### src/rtl/id_ex_stage_pkg.sv
// Shared widths, ALU opcodes, the ID/EX register layout and forwarding selects
// for the ID/EX stage of the 5-stage core.
package id_ex_stage_pkg;

  localparam int DATA_W     = 32;
  localparam int REG_ADDR_W = 5;
  localparam int ALU_SEL_W  = 6;

  // ALU opcodes; code 0 is the ALU default path and is what a bubble carries.
  localparam logic [ALU_SEL_W-1:0] ALU_DEFAULT = 6'd0;
  localparam logic [ALU_SEL_W-1:0] ALU_ADD     = 6'd1;
  localparam logic [ALU_SEL_W-1:0] ALU_SUB     = 6'd2;
  localparam logic [ALU_SEL_W-1:0] ALU_AND     = 6'd3;
  localparam logic [ALU_SEL_W-1:0] ALU_OR      = 6'd4;
  localparam logic [ALU_SEL_W-1:0] ALU_XOR     = 6'd5;
  localparam logic [ALU_SEL_W-1:0] ALU_SLL     = 6'd6;
  localparam logic [ALU_SEL_W-1:0] ALU_SRL     = 6'd7;
  localparam logic [ALU_SEL_W-1:0] ALU_SRA     = 6'd8;
  localparam logic [ALU_SEL_W-1:0] ALU_SLT     = 6'd9;
  localparam logic [ALU_SEL_W-1:0] ALU_SLTU    = 6'd10;

  // Where a forwarded operand came from.
  typedef enum logic [1:0] {
    FWD_REG   = 2'd0,
    FWD_MEMWB = 2'd1,
    FWD_EXMEM = 2'd2
  } fwd_sel_e;

  // Everything held in the ID/EX register. All-zero is a bubble.
  typedef struct packed {
    logic                  valid;
    logic [DATA_W-1:0]     pc;
    logic [REG_ADDR_W-1:0] rs1;
    logic [REG_ADDR_W-1:0] rs2;
    logic [DATA_W-1:0]     rs1_data;
    logic [DATA_W-1:0]     rs2_data;
    logic [DATA_W-1:0]     imm;
    logic [ALU_SEL_W-1:0]  alu_sel;
    logic                  src_a_pc;
    logic                  src_b_imm;
    logic [REG_ADDR_W-1:0] rd;
    logic                  reg_write;
    logic                  mem_read;
    logic                  mem_write;
  } id_ex_t;

endpackage

### src/rtl/id_ex_stage_fwd_unit.sv
// Per-operand forwarding mux: the youngest in-flight writer of rs wins, x0 is
// never forwarded, otherwise the register file value captured in ID is used.
module fwd_unit
  import id_ex_stage_pkg::*;
(
  input  logic [REG_ADDR_W-1:0] rs,
  input  logic [DATA_W-1:0]     reg_data,
  input  logic                  exmem_reg_write,
  input  logic [REG_ADDR_W-1:0] exmem_rd,
  input  logic [DATA_W-1:0]     exmem_result,
  input  logic                  memwb_reg_write,
  input  logic [REG_ADDR_W-1:0] memwb_rd,
  input  logic [DATA_W-1:0]     memwb_result,
  output logic [DATA_W-1:0]     fwd_data,
  output fwd_sel_e              fwd_sel
);

  logic exmem_hit;
  logic memwb_hit;

  assign exmem_hit = exmem_reg_write && (exmem_rd != '0) && (exmem_rd == rs);
  assign memwb_hit = memwb_reg_write && (memwb_rd != '0) && (memwb_rd == rs);

  // Priority select: EX/MEM is younger than MEM/WB, so it shadows it.
  always_comb begin
    // NOTE: every output gets a default first so no path leaves it unassigned,
    // which would otherwise infer a latch.
    fwd_data = reg_data;
    fwd_sel  = FWD_REG;
    if (exmem_hit) begin
      fwd_data = exmem_result;
      fwd_sel  = FWD_EXMEM;
    end else if (memwb_hit) begin
      fwd_data = memwb_result;
      fwd_sel  = FWD_MEMWB;
    end
  end

endmodule

### src/rtl/id_ex_stage.sv
// ID/EX pipeline register with load-use bubble insertion and EX-side operand
// forwarding; drives the ALU inputs and the EX/MEM control directly.
module id_ex_stage
  import id_ex_stage_pkg::*;
(
  input  logic                  clk,
  input  logic                  rst,
  input  logic                  id_valid,
  input  logic [DATA_W-1:0]     id_pc,
  input  logic [REG_ADDR_W-1:0] id_rs1,
  input  logic [REG_ADDR_W-1:0] id_rs2,
  input  logic                  id_use_rs1,
  input  logic                  id_use_rs2,
  input  logic [DATA_W-1:0]     id_rs1_data,
  input  logic [DATA_W-1:0]     id_rs2_data,
  input  logic [DATA_W-1:0]     id_imm,
  input  logic [ALU_SEL_W-1:0]  id_alu_sel,
  input  logic                  id_src_a_pc,
  input  logic                  id_src_b_imm,
  input  logic [REG_ADDR_W-1:0] id_rd,
  input  logic                  id_reg_write,
  input  logic                  id_mem_read,
  input  logic                  id_mem_write,
  input  logic                  stall_i,
  input  logic                  flush_i,
  input  logic                  exmem_reg_write,
  input  logic [REG_ADDR_W-1:0] exmem_rd,
  input  logic [DATA_W-1:0]     exmem_result,
  input  logic                  memwb_reg_write,
  input  logic [REG_ADDR_W-1:0] memwb_rd,
  input  logic [DATA_W-1:0]     memwb_result,
  output logic                  load_use_stall_o,
  output logic                  ex_valid,
  output logic [ALU_SEL_W-1:0]  ex_alu_ctl,
  output logic [DATA_W-1:0]     ex_alu_a,
  output logic [DATA_W-1:0]     ex_alu_b,
  output logic [DATA_W-1:0]     ex_store_data,
  output logic [DATA_W-1:0]     ex_pc,
  output logic [REG_ADDR_W-1:0] ex_rd,
  output logic                  ex_reg_write,
  output logic                  ex_mem_read,
  output logic                  ex_mem_write
);

  id_ex_t            ex_q;
  id_ex_t            id_fields;
  logic              load_use;
  logic [DATA_W-1:0] fwd_rs1;
  logic [DATA_W-1:0] fwd_rs2;
  // Source selects are not consumed here; kept for debug visibility.
  fwd_sel_e          fwd_sel_rs1_unused;
  fwd_sel_e          fwd_sel_rs2_unused;

  // A load in EX cannot feed a dependent instruction in ID in time.
  assign load_use = ex_q.valid && ex_q.mem_read && (ex_q.rd != '0) && id_valid &&
                    ((id_use_rs1 && (id_rs1 == ex_q.rd)) ||
                     (id_use_rs2 && (id_rs2 == ex_q.rd)));

  // A taken branch kills the dependent instruction anyway, so no freeze needed.
  assign load_use_stall_o = load_use && !flush_i;

  // Pack decode fields; control is qualified by id_valid.
  always_comb begin
    id_fields           = '0;
    id_fields.valid     = id_valid;
    id_fields.pc        = id_pc;
    id_fields.rs1       = id_rs1;
    id_fields.rs2       = id_rs2;
    id_fields.rs1_data  = id_rs1_data;
    id_fields.rs2_data  = id_rs2_data;
    id_fields.imm       = id_imm;
    id_fields.alu_sel   = id_alu_sel;
    id_fields.src_a_pc  = id_src_a_pc;
    id_fields.src_b_imm = id_src_b_imm;
    id_fields.rd        = id_rd;
    id_fields.reg_write = id_reg_write && id_valid;
    id_fields.mem_read  = id_mem_read && id_valid;
    id_fields.mem_write = id_mem_write && id_valid;
  end

  // ID/EX register: reset > flush > stall hold > load-use bubble > capture.
  always_ff @(posedge clk) begin
    // NOTE: sequential state uses non-blocking assignments so every register
    // samples its pre-edge inputs regardless of statement order.
    if (rst) begin
      ex_q <= '0;
    end else if (flush_i) begin
      ex_q <= '0;
    end else if (stall_i) begin
      ex_q <= ex_q;
    end else if (load_use) begin
      ex_q <= '0;
    end else begin
      ex_q <= id_fields;
    end
  end

  fwd_unit u_fwd_rs1 (
    .rs              (ex_q.rs1),
    .reg_data        (ex_q.rs1_data),
    .exmem_reg_write (exmem_reg_write),
    .exmem_rd        (exmem_rd),
    .exmem_result    (exmem_result),
    .memwb_reg_write (memwb_reg_write),
    .memwb_rd        (memwb_rd),
    .memwb_result    (memwb_result),
    .fwd_data        (fwd_rs1),
    .fwd_sel         (fwd_sel_rs1_unused)
  );

  fwd_unit u_fwd_rs2 (
    .rs              (ex_q.rs2),
    .reg_data        (ex_q.rs2_data),
    .exmem_reg_write (exmem_reg_write),
    .exmem_rd        (exmem_rd),
    .exmem_result    (exmem_result),
    .memwb_reg_write (memwb_reg_write),
    .memwb_rd        (memwb_rd),
    .memwb_result    (memwb_result),
    .fwd_data        (fwd_rs2),
    .fwd_sel         (fwd_sel_rs2_unused)
  );

  assign ex_valid      = ex_q.valid;
  assign ex_alu_ctl    = ex_q.alu_sel;
  assign ex_alu_a      = ex_q.src_a_pc  ? ex_q.pc  : fwd_rs1;
  assign ex_alu_b      = ex_q.src_b_imm ? ex_q.imm : fwd_rs2;
  assign ex_store_data = fwd_rs2;
  assign ex_pc         = ex_q.pc;
  assign ex_rd         = ex_q.rd;
  assign ex_reg_write  = ex_q.reg_write;
  assign ex_mem_read   = ex_q.mem_read;
  assign ex_mem_write  = ex_q.mem_write;

endmodule

### config.mk
export PLATFORM = sky130hd
export DESIGN_NAME = id_ex_stage
export DESIGN_NICKNAME = d
export VERILOG_FILES = /design/src/rtl/id_ex_stage_pkg.sv /design/src/rtl/id_ex_stage_fwd_unit.sv /design/src/rtl/id_ex_stage.sv
export SDC_FILE = /design/constraint.sdc
export NUM_CORES = 1
export LEC_CHECK = 0
export CAP_MARGIN = 0
export CORE_AREA = 2 2 147 149
export CTS_BUF_LIST = sky130_fd_sc_hd__clkbuf_4 sky130_fd_sc_hd__clkbuf_8
export DETAILED_ROUTE_END_ITERATION = 10
export DIE_AREA = 0 0 149 151
export PLACE_DENSITY = 0.75
export SKIP_LAST_GASP = 1
export SYNTH_ARGS = -nofsm -noshare
export SYNTH_HDL_FRONTEND = slang
export SYNTH_SLANG_ARGS = --single-unit
### constraint.sdc
create_clock -name clk -period 2.5 [get_ports clk]
set_input_delay 0.25 -clock clk [delete_from_list [all_inputs] [get_ports clk]]
set_output_delay 0.25 -clock clk [all_outputs]
set_load 0.03 [all_outputs]
After elaboration in Yosys (flattened, before gate mapping) --
Cells that the tools add are included.
Storage, ports and cells: memories kept 0, output and inout port bits 144, input bits 237, latch bits 0, bits in writable memories 0, bits in registers 155, memory bits (read-only) 0
Operators by class: bitwise gates (word level) 0, divide/modulo/power cells 0, shift operators 0, $lt $le $gt $ge 0, reduce and logical (&&, ||, !) cells 22, eq/ne operators 6, add/subtract/negate cells 0, multiplexer cells 7, multiply operators 0
Operators by type and width (number):
- two-way mux 32 bit | 6
- two-way mux 155 bit | 1
- equality test 5 bit | 6
- logical AND 1 bit | 16
- nonzero test 5 bit | 3
- OR reduction 2 bit | 1
- zero test 1 bit | 1
- logical OR 1 bit | 1

Depth between registers and ports, before layout --
Gate-level depths: netlist (run 1).
word-level depth 6, mapped depth 7, mapped depth without buffers 5

Cells and area by module --
From an unflattened synthesis (run 1), not the netlist that was laid out.
Unflattened totals: cells, all modules 1221, area, all modules 11443.5 sq um
By module, submodules not included:
- id_ex_stage | cells an instance 849, area each 8448.1 sq um, times used 1
- fwd_unit | cells an instance 186, area each 1497.7 sq um, times used 2

Least setup slack after synthesis (run 1) --
Ideal clock, no wire load.
path kind input port to output port, from in memwb_rd[0], to out ex_alu_a[13], stages 7, required time 2250 ps, path slack 8 ps, arrival 2242 ps, cells stage by stage or4_4 o211ai_2 or2_1 buf_4 buf_6 a211oi_1 o31ai_1
On the way: cells in the longest elaborated chain, start to end 6, elaborated cells between the ends (all ways) 7, those cells by class eq/ne: 1; mux: 3; reduce/logical: 3
RTL lines:
- from (decl) | RTL line id_ex_stage.sv:30 | input logic [REG_ADDR_W-1:0] memwb_rd,
- nonzero test 5 bit | RTL line id_ex_stage_fwd_unit.sv:22 | assign memwb_hit = memwb_reg_write && (memwb_rd != '0) && (memwb_rd == rs);
- logical AND 1 bit | RTL line id_ex_stage_fwd_unit.sv:22
- logical AND 1 bit (*) | RTL line id_ex_stage_fwd_unit.sv:22
- two-way mux 32 bit (*) | RTL line id_ex_stage_fwd_unit.sv:33 | end else if (memwb_hit) begin
- two-way mux 32 bit (*) | RTL line id_ex_stage_fwd_unit.sv:30 | if (exmem_hit) begin
- two-way mux 32 bit (*) | RTL line id_ex_stage.sv:126 | assign ex_alu_a = ex_q.src_a_pc ? ex_q.pc : fwd_rs1;
- to (decl) | RTL line id_ex_stage.sv:35 | output logic [DATA_W-1:0] ex_alu_a,
Every way passes the cells marked *; elsewhere a longest branch is shown, timed or not.

Final worst setup path (run 1) --
from reg ex_q[113] in the netlist's numbering, to out ex_store_data[29]
On the way: cells in the longest elaborated chain, start to end 4, elaborated cells between the ends (all ways) 6, those cells by class eq/ne: 2; mux: 2; reduce/logical: 2
RTL lines:
- from (decl) | RTL line id_ex_stage.sv:45 | id_ex_t ex_q;
- from (signal assigned) | RTL line id_ex_stage.sv:90 | ex_q <= ex_q;
- from (signal assigned) | RTL line id_ex_stage.sv:94 | ex_q <= id_fields;
- equality test 5 bit | RTL line id_ex_stage_fwd_unit.sv:22
- logical AND 1 bit | RTL line id_ex_stage_fwd_unit.sv:22
- two-way mux 32 bit | RTL line id_ex_stage_fwd_unit.sv:33
- two-way mux 32 bit (*) | RTL line id_ex_stage_fwd_unit.sv:30
- to (decl) | RTL line id_ex_stage.sv:37 | output logic [DATA_W-1:0] ex_store_data,
Marked as above.

==> results of run 1 <==
[timing repair]
action	in CTS	in global routing
hold buffers	0	0
pin swaps	84	81
resized for setup	369	220
buffers inserted	49	24
setup endpoints to repair	97	97
cloned	16	3
[cell usage after synthesis (4+ instances only)]
cell,count,area [µm²]
dfxtp_1,155,3100
a22o_1,152,1330
nor2_1,131,492
nand2_1,68,255
buf_4,47,353
clkbuf_1,45,169
o31ai_1,38,285
nor3_1,35,175
inv_1,33,124
a211oi_1,32,240
a221oi_1,30,263
buf_2,29,145
xnor2_1,29,254
o31ai_2,26,325
buf_6,4,45.0
nand4_1,4,25.0
[power groups by stage]
stage / logic (mW) / registers, mW / clock network [mW]
floorplan: 0.629 / 2.65 / 0
detailed placement: 1.40 / 2.68 / 0
global route: 1.85 / 2.65 / 2.27
finish: 1.79 / 2.64 / 2.16
CTS: 1.62 / 2.63 / 2.15
global placement: 1.39 / 2.68 / 0
[worst paths after layout]
kind | from | end | slack, ns
min | id_pc[30] | ex_pc[30] | 0.37
min reg2reg | ex_q[42] | ex_q[42] | 0.48
max reg2reg | ex_rd[0] | ex_q[98] | 0.49
max | ex_q[113] | ex_store_data[29] | -0.32
[metal layers]
layer	up-vias	global-route usage (%)
met3	163	8.46
met2	621	54.0
met5	-	0
li1	4127	-
met4	2	15.2
met1	4620	38.6
[layout make-up]
type	count	area [µm²]	share of cell area [%]
Multi-Input combinational cell	574	5770	36.8
Sequential cell	155	3130	20.0
Inverter	33	124	0.790
Timing Repair Buffer	566	5860	37.4
Tap cell	275	344	2.20
Clock buffer	21	277	1.76
Clock inverter	11	158	1.01
[sequential cells by signal, summed over array words and instances (netlist names)]
name          flops
ex_q            108
ex_pc            32
ex_alu_ctl        6
ex_rd             5
ex_mem_read       1
ex_mem_write      1
ex_reg_write      1
ex_valid          1
[kinds of logic (layout without fill, tap and decap cells)]
logic type | after synthesis | after routing | share of synthesized area, %
buffers and inverters | 158 | 631 | 10.7
flip-flops | 155 | 155 | 39.9
AND/OR/NAND/NOR | 249 | 253 | 13.1
XOR/XNOR | 29 | 29 | 3.26
multiplexers | 1 | 1 | 0.129
AO/OA/AOI/OAI | 291 | 291 | 32.9
[metrics by stage]
stage | cell area [µm²] | setup TNS [ns]
floorplan | 7780 | 0
global placement | 12200 | -37.41
detailed placement | 12200 | -40.05
CTS | 14600 | -12.20
global route | 15700 | -20.42
finish | 15700 | -13.54
==> results.tsv, run 1 <==
stage	metric	value	unit
layout	share of post-route cells with drive strength above 1	41.5	%
placement	Port Buffers	380	
timing	worst slew pin tran	0.629	ns
synthesis	Synth cell types	34	
global_routing	pin count of the biggest net entering global routing	85	
clock_tree	CTS Root Buffer Type	clkbuf_8	
pwr	sw frac	31.0	%
synthesis	register area share after synthesis	39.9	%
worst_setup_path	critical path peak fanout	4	
layout	Fill cells	1326	
run_status	outcome	finished, violations left	
pwr	VDD IR max	0.000378	V
layout	fin nets	1584	
detailed_routing	Max Used Layer	met5	
die	Die Height	151	µm
worst_setup_path	startpoint types	flop	
die	die width	149	µm
timing	skew final	0.0185	ns
detailed_routing	DRC violations left	0	
placement	post-place setup slack	-0.701	ns
layout	commonest cells after routing, fill and taps aside	clkdlybuf4s50_1, buf_4, a22o_1, dfxtp_1, nor2_1	
detailed_routing	DRT Pass-1 Iters	7	
timing	period utilization	113	%
placement	DP Cell Count	1523	
clock_tree	number of clock sinks	155	
die	Starting Density	37.4	%
worst_setup_path	critical path depth in cells	9	
worst_setup_path	CP max-delay cell	or3_4	
worst_hold_path	hold path depth	2	
timing	final worst path period need	2.82	ns
global_routing	Total GRT Usage	32.2	%
synthesis	Post-Syn Area	7780	µm²
clock_tree	clk_lat worst skew	0.47	ns
worst_setup_path	crit-path cells	xnor2_1 > nand2_1 > or3_4 > buf_12 > buf_8 > buf_6 > a221oi_4 > nor2_1 > buf_4	
detailed_routing	vias per std cell	5.83	
layout	Finished Core Util	75.3	%
pwr	Clk network pwr share	32.8	%
worst_setup_path	CP Data Arrival Time	2.57	ns
run_status	failing checks	negative setup slack	
pwr	Int Pwr	4.56	mW
die	core area	20800	µm²
job	max-cap violations	0	
detailed_routing	routed vias	9533	
timing	setup violators final	91	
detailed_routing	WL/cell	25.5	µm
detailed_routing	final WL	41700	µm
global_routing	initial antenna violation count	1	
timing	Max Slew Vio Count	0	
worst_setup_path	WP data required	2.25	ns
synthesis	Main synth FF type	dfxtp_1	
layout	commonest non-fill, non-tap cell in the layout	clkdlybuf4s50_1	
synthesis	EDFF count, synth	0	
timing	RSZ-0062 raised after global routing	yes	
clock_tree	Worst-path clk slew	0.09	ns
timing	Fmax	355	MHz
synthesis	Gate Count Post-Synth	883	
timing	final hold slack	0.371	ns
clock_tree	maximum clock path buffer count	2	
worst_setup_path	CP top delay family	simple AND/OR/NAND/NOR gates	
pwr	switching power	2.04	mW
detailed_routing	met1 wire length	15400	µm
worst_hold_path	worst hold path type	input pin to flop	
detailed_routing	antenna-violating nets left	0	
die	row cnt	53	
timing	final setup margin	-0.316	ns
synthesis	synthesized area per cell	8.81	µm²
detailed_routing	DR WL met3	3650	µm
worst_setup_path	path depth of the worst reg2reg path	7	
worst_setup_path	kind of critical path	flop to primary output	
worst_setup_path	max incr delay on CP	0.44	ns
detailed_routing	DR iter-0 viols	721	
pwr	Pwr Total	6.60	mW
timing	Final Hold Viols	0	
global_routing	vias in the first global route	9199	
pwr	Sequential Power Share	40.0	%
synthesis	Synth Net Count	1120	
worst_setup_path	endpoint class of the critical path	primary output	
synthesis	Synth warnings	0	
layout	n_diodes	0	
pwr	PD cells	421	nW/µm²
synthesis	ys async rst share	0	%
die	I/O Pins	381	
layout	non-filler cells, final	1635	
clock_tree	H-tree depth	4	
layout	Syn-to-layout area delta	101	%
placement	post-DP HPWL	23600	µm
timing	Slew headroom	58.1	%
placement	GP Congestion	0.881	
pwr	P_leak	6.25	nW
detailed_routing	met2 routed WL	20300	µm
synthesis	Yosys reg bits	155	
clock_tree	TritonCTS clock tree	done	
global_routing	total grt overflow	0	
worst_setup_path	Crit path buffers/inverters	4	
die	die area	22500	µm²
clock_tree	TritonCTS Buffers	17	
pwr	Comb pwr share	27.2	%
global_routing	first-pass GRT wire length	54400	µm
No activity file was read; power rests on OpenSTA's default activity.
==> run 2, diff against run 1 <==
--- a/config.mk
+++ b/config.mk
@@ -8,9 +8,11 @@
 export CAP_MARGIN = 0
 export CORE_AREA = 2 2 147 149
 export CTS_BUF_LIST = sky130_fd_sc_hd__clkbuf_4 sky130_fd_sc_hd__clkbuf_8
+export CTS_CLUSTER_DIAMETER = 100
 export DETAILED_ROUTE_END_ITERATION = 10
 export DIE_AREA = 0 0 149 151
 export PLACE_DENSITY = 0.75
+export SETUP_SLACK_MARGIN = 0.5
 export SKIP_LAST_GASP = 1
 export SYNTH_ARGS = -nofsm -noshare
 export SYNTH_HDL_FRONTEND = slang
==> results.tsv, run 2 (same netlist as run 1, synthesis figures left out) <==
stage	metric	value	unit	change
run_status	outcome	finished, violations left		
run_status	failing checks	negative setup slack		
pwr	PD cells	401	nW/µm²	-4.8%
timing	Fmax	356	MHz	+0.34%
timing	setup violators final	96		+5.5%
global_routing	Total GRT Usage	33.5	%	+1.2 points
worst_setup_path	CP top delay family	buffers and inverters		
worst_setup_path	CP Data Arrival Time	2.56	ns	about the same
timing	final setup margin	-0.307	ns	+0.00955 ns
worst_setup_path	Crit path buffers/inverters	5		+1
global_routing	vias in the first global route	9513		+3.4%
layout	commonest non-fill, non-tap cell in the layout	clkdlybuf4s50_1		
detailed_routing	routed vias	9376		-1.6%
timing	Max Slew Vio Count	0		unchanged
layout	Syn-to-layout area delta	108	%	
timing	setup TNS	-21.05	ns	-7.51 ns
clock_tree	number of clock sinks	155		unchanged
detailed_routing	antenna-violating nets left	0		unchanged
timing	worst slew pin tran	0.650	ns	+0.0212 ns
die	Die Height	151	µm	unchanged
layout	Finished Core Util	77.8	%	+2.6 points
layout	commonest cells after routing, fill and taps aside	clkdlybuf4s50_1, a22o_1, dfxtp_1, buf_4, buf_6		
clock_tree	H-tree depth	4		unchanged
die	Starting Density	37.4	%	unchanged
pwr	P_leak	6.41	nW	+2.5%
clock_tree	CTS Hold Bufs	0		unchanged
timing	skew final	0.0175	ns	-0.000952 ns
clock_tree	clk_lat worst skew	0.46	ns	about the same
layout	max FFs per register	108		unchanged
die	die width	149	µm	unchanged
die	row cnt	53		unchanged
layout	share of post-route cells with drive strength above 1	43.9	%	+2.5 points
global_routing	initial antenna violation count	0		-1
timing	Final Hold Viols	0		unchanged
detailed_routing	DRT Pass-1 Iters	5		-2
global_routing	total grt overflow	0		unchanged
timing	final worst path period need	2.81	ns	-0.00955 ns
worst_setup_path	critical path peak fanout	6		+2
pwr	VDD IR max	0.000319	V	-16%
die	core area	20800	µm²	unchanged
detailed_routing	DR iter-0 viols	566		-21%
layout	Design Area, Final	16200	µm²	+3.4%
worst_setup_path	CP max-delay cell	or3_4		
timing	period utilization	112	%	-0.38 points
pwr	Pwr Total	6.49	mW	-1.6%
placement	post-DP HPWL	25000	µm	+5.6%
clock_tree	CTS Root Buffer Type	clkbuf_8		
layout	Fill cells	1291		-2.6%
placement	GP Congestion	0.888		+0.81%
worst_setup_path	kind of critical path	flop to primary output		
detailed_routing	vias per std cell	5.71		-2.1%
detailed_routing	WL/cell	24.6	µm	-3.5%
worst_setup_path	endpoint class of the critical path	primary output		
detailed_routing	final WL	40400	µm	-3.1%
placement	Placed Area	13200	µm²	+8.5%
worst_setup_path	WP data required	2.25	ns	about the same
clock_tree	maximum clock path buffer count	2		unchanged
detailed_routing	DRC violations left	0		unchanged
job	max-cap violations	0		unchanged
clock_tree	TritonCTS Buffers	17		unchanged
timing	Slew headroom	56.7	%	-1.4 points
worst_setup_path	max incr delay on CP	0.46	ns	+0.02 ns
layout	Largest Register	ex_q		
global_routing	pin count of the biggest net entering global routing	86		+1.2%
die	I/O Pins	381		unchanged
timing	RSZ-0062 raised after global routing	yes		
die	die area	22500	µm²	unchanged
global_routing	first-pass GRT wire length	56600	µm	+4.1%
worst_hold_path	worst hold path type	input pin to flop		
clock_tree	Worst-path clk slew	0.10	ns	about the same
worst_setup_path	Most common cell on crit path	buf_6		
worst_setup_path	crit-path cells	buf_6 > xnor2_2 > nand2_1 > or3_4 > buf_12 > buf_16 > a221oi_4 > buf_4 > nor2_4 > buf_6		
placement	Port Buffers	380		unchanged
layout	fin nets	1590		+0.38%
worst_setup_path	startpoint types	flop		
placement	post-place setup slack	-0.856	ns	-0.156 ns
clock_tree	TritonCTS clock tree	done		
run 2: cell types whose count changed in the layout (fill, tap and decap cells not counted), moves of 14 or more:
| cell | before | now |
|---|---|---|
| nor2_1 | 74 | 60 |
| buf_4 | 172 | 135 |
| nor2_4 | 49 | 18 |
| o31ai_2 | 38 | 0 |
| o31ai_4 | 18 | 63 |
| buf_6 | 46 | 100 |
| nor2_2 | 12 | 55 |
run 2: worst reg2reg max path, stage by stage (launching register included):
cell,delay [ns]
dfxtp_4,0.39
xnor2_2,0.13
nand4_1,0.11
o22ai_2,0.12
a2111oi_4,0.46
clkbuf_16,0.27
buf_4,0.15
buf_4,0.12
a32o_1,0.16
run 2: layer usage:
metal  share of wire [%]  vias up  wire (µm)  GRT usage, %
li1                    -     4151          -             -
met1                  39     4613      15700          40.8
met2                  49      506      19800          55.5
met3                 7.7      106       3130          7.83
met4                 4.5        0       1830          17.0
met5                   0        -          0             0
run 2: timing repair:
item	in CTS	in global routing
gates cloned	10	3
hold endpoints to repair	0	0
endpoints found under the setup margin	139	195
setup buffers	72	16
pin swaps	56	60
resized for setup	366	122
run 2: metrics by stage:
step	hold WS (ns)	cells
3_3_place_gp	0.447	1508
6_report	0.383	1642
4_1_cts	0.362	1622
2_1_floorplan	0.383	883
3_5_place_dp	0.455	1508
5_1_grt	0.350	1641
run 2: final cells by class:
type                    count  area, µm²  share of cell area [%]
clock inverters            11        120                   0.741
well taps                 275        344                    2.12
clock buffers              21        270                    1.67
flip-flops and latches    155       3150                    19.5
repair buffers            574       6140                    37.9
multi-input cells         572       6060                    37.4
diodes                      1       2.50                  0.0154
inverters                  33        124                   0.764
run 2: worst paths after layout:
path              startpoint                end  slack (ns)  depth (start not counted)
setup / recovery   ex_q[113]  ex_store_data[11]       -0.31                         10
hold / removal      id_rd[0]           ex_rd[0]        0.38                          2
setup reg to reg    ex_rd[1]       ex_mem_write        0.52                          8
hold reg to reg     ex_q[78]           ex_q[78]        0.48                          1
run 2: report_power, final:
| part | internal (mW) | switching, mW |
|---|---|---|
| combinational | 1.01 | 0.873 |
| clock | 0.945 | 1.02 |
| sequential | 2.54 | 0.0983 |
